===== config.mk =====
export PLATFORM = sky130hd
export DESIGN_NAME = display_capture
export DESIGN_NICKNAME = d
export VERILOG_FILES = /design/src/rtl/display_capture.sv
export SDC_FILE = /design/constraint.sdc
export NUM_CORES = 1
export LEC_CHECK = 0
export CAP_MARGIN = 10
export CORE_ASPECT_RATIO = 1.25
export CORE_MARGIN = 2
export CORE_UTILIZATION = 54
export DETAILED_ROUTE_END_ITERATION = 6
export GPL_TIMING_DRIVEN = 0
export PLACE_DENSITY_LB_ADDON = 0.05
export SLEW_MARGIN = 0
export SYNTH_ARGS = -nofsm -noshare
export SYNTH_HDL_FRONTEND = slang
export SYNTH_SLANG_ARGS = --single-unit
export TNS_END_PERCENT = 100

===== constraint.sdc =====
create_clock -name clk -period 2.62 [get_ports clk]
set_input_delay 0.524 -clock clk [delete_from_list [all_inputs] [get_ports clk]]
set_output_delay 0.524 -clock clk [all_outputs]
set_load 0.05 [all_outputs]

===== src/rtl/display_capture.sv =====
// Captures a multiplexed 4-digit 7-segment scan into whole frames (optional BLINK_DETECT_EN adds per-digit blink flags).
// Latency: a slot is accepted after SETTLE stable cycles; outputs/pulses register one cycle after the accepting cycle. No backpressure.
module display_capture #(
    parameter int SETTLE       = 2,
    parameter int BLINK_WINDOW = 8
) (
    input  logic       clk,
    input  logic       rst,
    input  logic [3:0] anode,
    input  logic [6:0] cathode,
    output logic [3:0] digit_mt,
    output logic [3:0] digit_mo,
    output logic [3:0] digit_st,
    output logic [3:0] digit_so,
    output logic [3:0] blank,
    output logic [3:0] blink,
    output logic       frame_valid,
    output logic       seq_err,
    output logic       seg_err
);

    if (SETTLE < 1 || SETTLE > 15) begin : g_bad_settle
        $error("SETTLE out of range");
    end
    if (BLINK_WINDOW < 2 || BLINK_WINDOW > 15) begin : g_bad_window
        $error("BLINK_WINDOW out of range");
    end

    localparam logic [4:0] SETTLE_W = 5'(SETTLE);

    typedef enum logic [2:0] {HUNT, S0, S1, S2, S3} state_t;
    state_t state_q, state_d;

    logic [10:0] pair_q;
    logic [4:0]  cnt_q, held;
    logic        is_idle, is_legal, accept, illegal_evt;
    logic [1:0]  pos;
    logic        cur_blank, cur_bad;
    logic [3:0]  cur_dig;
    logic        stage_en, pub, seq_evt;
    logic [3:0]  stg_dig [3];
    logic [2:0]  stg_blank, stg_bad;
    logic [3:0]  nxt_mt, nxt_mo, nxt_st, nxt_so, nxt_blank;
    logic        nxt_bad;

    // held counts how many cycles the current pair has been seen, including this one
    always_comb begin
        is_idle  = (anode == 4'b1111);
        is_legal = 1'b1;
        pos      = 2'd0;
        case (anode)
            4'b0111: pos = 2'd0;
            4'b1011: pos = 2'd1;
            4'b1101: pos = 2'd2;
            4'b1110: pos = 2'd3;
            default: is_legal = 1'b0;
        endcase
        held        = ({anode, cathode} == pair_q) ? cnt_q + 5'd1 : 5'd1;
        accept      = is_legal && (held == SETTLE_W);
        illegal_evt = !is_idle && !is_legal && (held == 5'd1);
    end

    always_ff @(posedge clk or posedge rst) begin
        if (rst) begin
            pair_q <= '1;
            cnt_q  <= '0;
        end else begin
            pair_q <= {anode, cathode};
            if (is_idle)
                cnt_q <= '0;
            else if (held > SETTLE_W)
                cnt_q <= SETTLE_W;
            else
                cnt_q <= held;
        end
    end

    always_comb begin
        cur_blank = (cathode == 7'b1111111);
        cur_bad   = 1'b0;
        cur_dig   = 4'h0;
        case (cathode)
            7'b1000000: cur_dig = 4'd0;
            7'b1111001: cur_dig = 4'd1;
            7'b0100100: cur_dig = 4'd2;
            7'b0110000: cur_dig = 4'd3;
            7'b0011001: cur_dig = 4'd4;
            7'b0010010: cur_dig = 4'd5;
            7'b0000010: cur_dig = 4'd6;
            7'b1111000: cur_dig = 4'd7;
            7'b0000000: cur_dig = 4'd8;
            7'b0010000: cur_dig = 4'd9;
            7'b1111111: cur_dig = 4'd0;
            default: begin
                cur_dig = 4'hF;
                cur_bad = 1'b1;
            end
        endcase
    end

    always_ff @(posedge clk or posedge rst) begin
        if (rst)
            state_q <= HUNT;
        else
            state_q <= state_d;
    end

    always_comb begin
        state_d  = state_q;
        stage_en = 1'b0;
        pub      = 1'b0;
        seq_evt  = 1'b0;
        if (illegal_evt) begin
            seq_evt = 1'b1;
            state_d = HUNT;
        end else if (accept) begin
            if (state_q == HUNT || state_q == S0) begin
                if (pos == 2'd0) begin
                    state_d  = S1;
                    stage_en = 1'b1;
                end
            end else if ((state_q == S1 && pos == 2'd1) || (state_q == S2 && pos == 2'd2)) begin
                state_d  = (state_q == S1) ? S2 : S3;
                stage_en = 1'b1;
            end else if (state_q == S3 && pos == 2'd3) begin
                state_d = S0;
                pub     = 1'b1;
            end else begin
                // out-of-order slot: an mt slot can still start a fresh frame
                seq_evt  = 1'b1;
                state_d  = (pos == 2'd0) ? S1 : HUNT;
                stage_en = (pos == 2'd0);
            end
        end
    end

    always_comb begin
        nxt_blank = {stg_blank[0], stg_blank[1], stg_blank[2], cur_blank};
        nxt_mt    = stg_blank[0] ? digit_mt : stg_dig[0];
        nxt_mo    = stg_blank[1] ? digit_mo : stg_dig[1];
        nxt_st    = stg_blank[2] ? digit_st : stg_dig[2];
        nxt_so    = cur_blank    ? digit_so : cur_dig;
        nxt_bad   = (|stg_bad) | cur_bad;
    end

    always_ff @(posedge clk or posedge rst) begin
        if (rst) begin
            for (int i = 0; i < 3; i++) stg_dig[i] <= '0;
            stg_blank <= '0;
            stg_bad   <= '0;
        end else if (stage_en) begin
            case (pos)
                2'd0: begin stg_dig[0] <= cur_dig; stg_blank[0] <= cur_blank; stg_bad[0] <= cur_bad; end
                2'd1: begin stg_dig[1] <= cur_dig; stg_blank[1] <= cur_blank; stg_bad[1] <= cur_bad; end
                2'd2: begin stg_dig[2] <= cur_dig; stg_blank[2] <= cur_blank; stg_bad[2] <= cur_bad; end
                default: ;
            endcase
        end
    end

    always_ff @(posedge clk or posedge rst) begin
        if (rst) begin
            digit_mt    <= '0;
            digit_mo    <= '0;
            digit_st    <= '0;
            digit_so    <= '0;
            blank       <= '0;
            frame_valid <= 1'b0;
            seq_err     <= 1'b0;
            seg_err     <= 1'b0;
        end else begin
            frame_valid <= pub;
            seq_err     <= seq_evt;
            seg_err     <= pub & nxt_bad;
            if (pub) begin
                digit_mt <= nxt_mt;
                digit_mo <= nxt_mo;
                digit_st <= nxt_st;
                digit_so <= nxt_so;
                blank    <= nxt_blank;
            end
        end
    end

`ifdef BLINK_DETECT_EN
    logic [3:0] bcnt [4];

    // counters start saturated so nothing blinks until a blank toggle is seen
    always_ff @(posedge clk or posedge rst) begin
        if (rst) begin
            for (int i = 0; i < 4; i++) bcnt[i] <= 4'hF;
        end else if (pub) begin
            for (int i = 0; i < 4; i++) begin
                if (nxt_blank[i] != blank[i])
                    bcnt[i] <= 4'h0;
                else if (bcnt[i] != 4'hF)
                    bcnt[i] <= bcnt[i] + 4'h1;
            end
        end
    end

    always_comb begin
        blink = '0;
        for (int i = 0; i < 4; i++) blink[i] = (bcnt[i] < 4'(BLINK_WINDOW));
    end
`else
    assign blink = 4'b0000;
`endif

endmodule


==> impl_metrics.ini <==
[status]
status = completed

[die]
die_h_microns = 85.1
rows = 29
initial_core_util = 0.560
die_w_microns = 68.9
pin_count = 40
core_area_sq_mm = 0.00508
dieArea_sq_mm = 0.00586

[global_route]
antenna_found_initial = 0
grt_pass1_wl_microns = 8920
grt_max_degree = 43
grt_use_total = 0.206
overflow = 0
first_global_vias = 1929

[critical_path]
cp.arrival_ns = 2.70
reg2reg_to = digit_so[2]
endpoint = digit_so[3]
worstPathMaxFanout = 9
rrSetupSlack_ns = 0.28
required_ns = 2.83
critPathKind = in -> reg
worstSetupStartpointType = input port
reg2regPathDepth = 8
worstSetupEndpointType = flop
reg2reg_from = cnt_q[0]
setup.worst_path.start = cathode[3]

[placed_design]
placed_area_sq_mm = 0.00331
preCtsSetupSlack_ns = -0.438
hpwl_microns = 3810
port_buffers = 35
gp_congestion = 0.861

[synth]
synthTopCellsByArea = dfrtp_1 43%, mux2_2 11%, dfstp_2 10%
synth-edff-count = 0
synth.distinct_cells = 50
yosysSeqAreaShare = 0.533
synth_cells = 240
synth.top_cell.area_share = 0.431
synthFlopType = dfrtp_1
synth_top_cell_by_area = dfrtp_1
ys_seq_elements = 60
avgSynthCellArea_sq_um = 11.8
synthArstFlopShare = 1.00
syn_area_sq_mm = 0.00284
synth_warnings = 0

[job]
drv_cap = 0

[sta]
slew_headroom = 0.359
clock.fmax_mhz = 402
timing.final.ws_setup_ns = 0.131
final_max_slew_viol_count = 0
period_needed_ns = 2.49
rsz0062_at_grt = false
finalSetupViolCount = 0
finalCritPeriodShare = 0.950
tightest_slew_ns = 0.949
clock_skew_ns = 0.00802
finalHoldViolCount = 0

[final_layout]
stdcell_area_sq_mm = 0.00357
final_nets = 309
multi_input_area_sq_mm = 0.00126
layout-drive-gt1-share = 0.280
area_delta_synth_final_pct = 25.7
regArea_sq_mm = 0.00152
diodes = 0
fillers = 408

[hold_path]
hold_class = in -> reg

[detailed_routing]
drtIter0Drc = 108
ant_nets = 0
drt_wl_total_microns = 5470
first_pass_iters = 4
drc_errors = 0
via_count = 2034
wl_per_cell_microns = 15.1
via_per_inst = 5.62

[power]
p_total_mw = 1.97
powerDensity_mw_per_mm2 = 552
power_leakage_nw = 1.66
irDropWorstVdd_v = 0.000429

[clock_network]
numCtsBuffers = 9
clockBufferDepth = 2
cts_num_sinks = 60
cts-root-buf = clkbuf_8
cts_hold_buffers = 0
clk_latency_ns = 0.33
path_clk_slew_ns = 0.06
cts_tree = yes
htreeDepth = 3
synthesized netlist by cell type (5+ instances only):
cell type / n
nor3_1: 5
a21oi_1: 6
nand2_1: 15
dfstp_2: 11
nor2_1: 8
nand4_1: 7
mux2_2: 29
xnor2_1: 12
clkbuf_1: 5
buf_2: 7
dfrtp_1: 49
o21ai_0: 8
nand3_1: 5
nor4_1: 5
nand2b_1: 5
final cells by class:
class / count / area share
buffer: 13 / 0.0203
clock buffer: 11 / 0.0424
clock inverter: 5 / 0.0165
inverter: 4 / 0.00420
multi-input combinational: 166 / 0.352
sequential: 60 / 0.424
tap: 62 / 0.0217
timing repair buffer: 41 / 0.119
worst max-delay path, stage by stage:
cell and delay, ns:
clkdlybuf4s50_1 0.64, nand3_1 0.23, or2_2 0.40, o311ai_1 0.10, nand2b_1 0.27, o41ai_1 0.22, mux2_2 0.31
cell families (layout without fill, tap and decap cells):
kind of cell,Yosys count,in the layout,synth area share
other,1,7,0.00132
muxes,36,36,0.141
AOI/OAI and AO/OA,36,36,0.0854
and+or+nand+nor,72,72,0.157
buffers and inverters,20,74,0.0348
xor gates and xnor gates,14,14,0.0431
adders and majority gates,1,1,0.00440
DFF,60,60,0.533
worst min-delay path by stage:
stage,start,end,depth (start not counted)
6_report,cathode[6],pair_q[6],1
5_1_grt,cathode[0],pair_q[0],1
4_1_cts,stg_bad[2],stg_bad[2],2
3_5_place_dp,stg_bad[2],stg_bad[2],2
3_3_place_gp,stg_bad[2],stg_bad[2],2
2_1_floorplan,stg_bad[2],stg_bad[2],2
metal layers:
layer	track usage	vias up	wire length (microns)
met1	0.274	1003	2380
met4	0.0873	0	102
met3	0.0623	14	273
li1	-	957	-
met5	0	-	0
met2	0.311	60	2710
timing repair:
item                       CTS  global route
setup endpoints to repair   22            30
pin swaps                    2             2
buffers inserted             2             3
gates resized for setup      0             3
cells in the final DEF, fill, tap and decap left out, types with 4 or more instances in the layout:
master / netlist / layout
a21o_1: 4 / 4
a21oi_1: 6 / 6
a31oi_1: 4 / 4
buf_2: 7 / 7
buf_4: 4 / 8
clkbuf_8: 0 / 11
clkdlybuf4s50_1: 0 / 33
conb_1: 1 / 7
dfrtp_1: 49 / 49
dfstp_2: 11 / 11
mux2_1: 4 / 4
mux2_2: 29 / 29
nand2_1: 15 / 15
nand2b_1: 5 / 5
nand3_1: 5 / 5
nand4_1: 7 / 7
nor2_1: 8 / 8
nor2_4: 4 / 4
nor3_1: 5 / 5
nor4_1: 5 / 5
o21ai_0: 8 / 8
xnor2_1: 12 / 12
per-stage QoR:
step	cells	hold slack (ns)	utilization	TNS (ns)
detailed placement	344	0.474	0.652	-13.88
global placement	343	0.466	0.648	-32.20
CTS	361	0.489	0.698	0
finish	362	0.455	0.703	0
global route	362	0.474	0.703	0
floorplan	246	0.451	-	0
power breakdown:
part / internal, mW / leakage [nW] / total, mW / switching [mW]
Sequential: 0.946 / 0.780 / 0.954 / 0.00764
Clock: 0.492 / 0.102 / 0.858 / 0.366
Combinational: 0.0604 / 0.773 / 0.160 / 0.0997
sequential cells by signal, summed over array words and instances (netlist names):
name	cells
blank	4
cnt_q	5
digit_mo	4
digit_mt	4
digit_so	4
digit_st	4
frame_valid	1
pair_q	11
seg_err	1
seq_err	1
state_q	3
stg_bad	3
stg_blank	3
stg_dig	12
No activity file was read; power rests on OpenSTA's default activity.
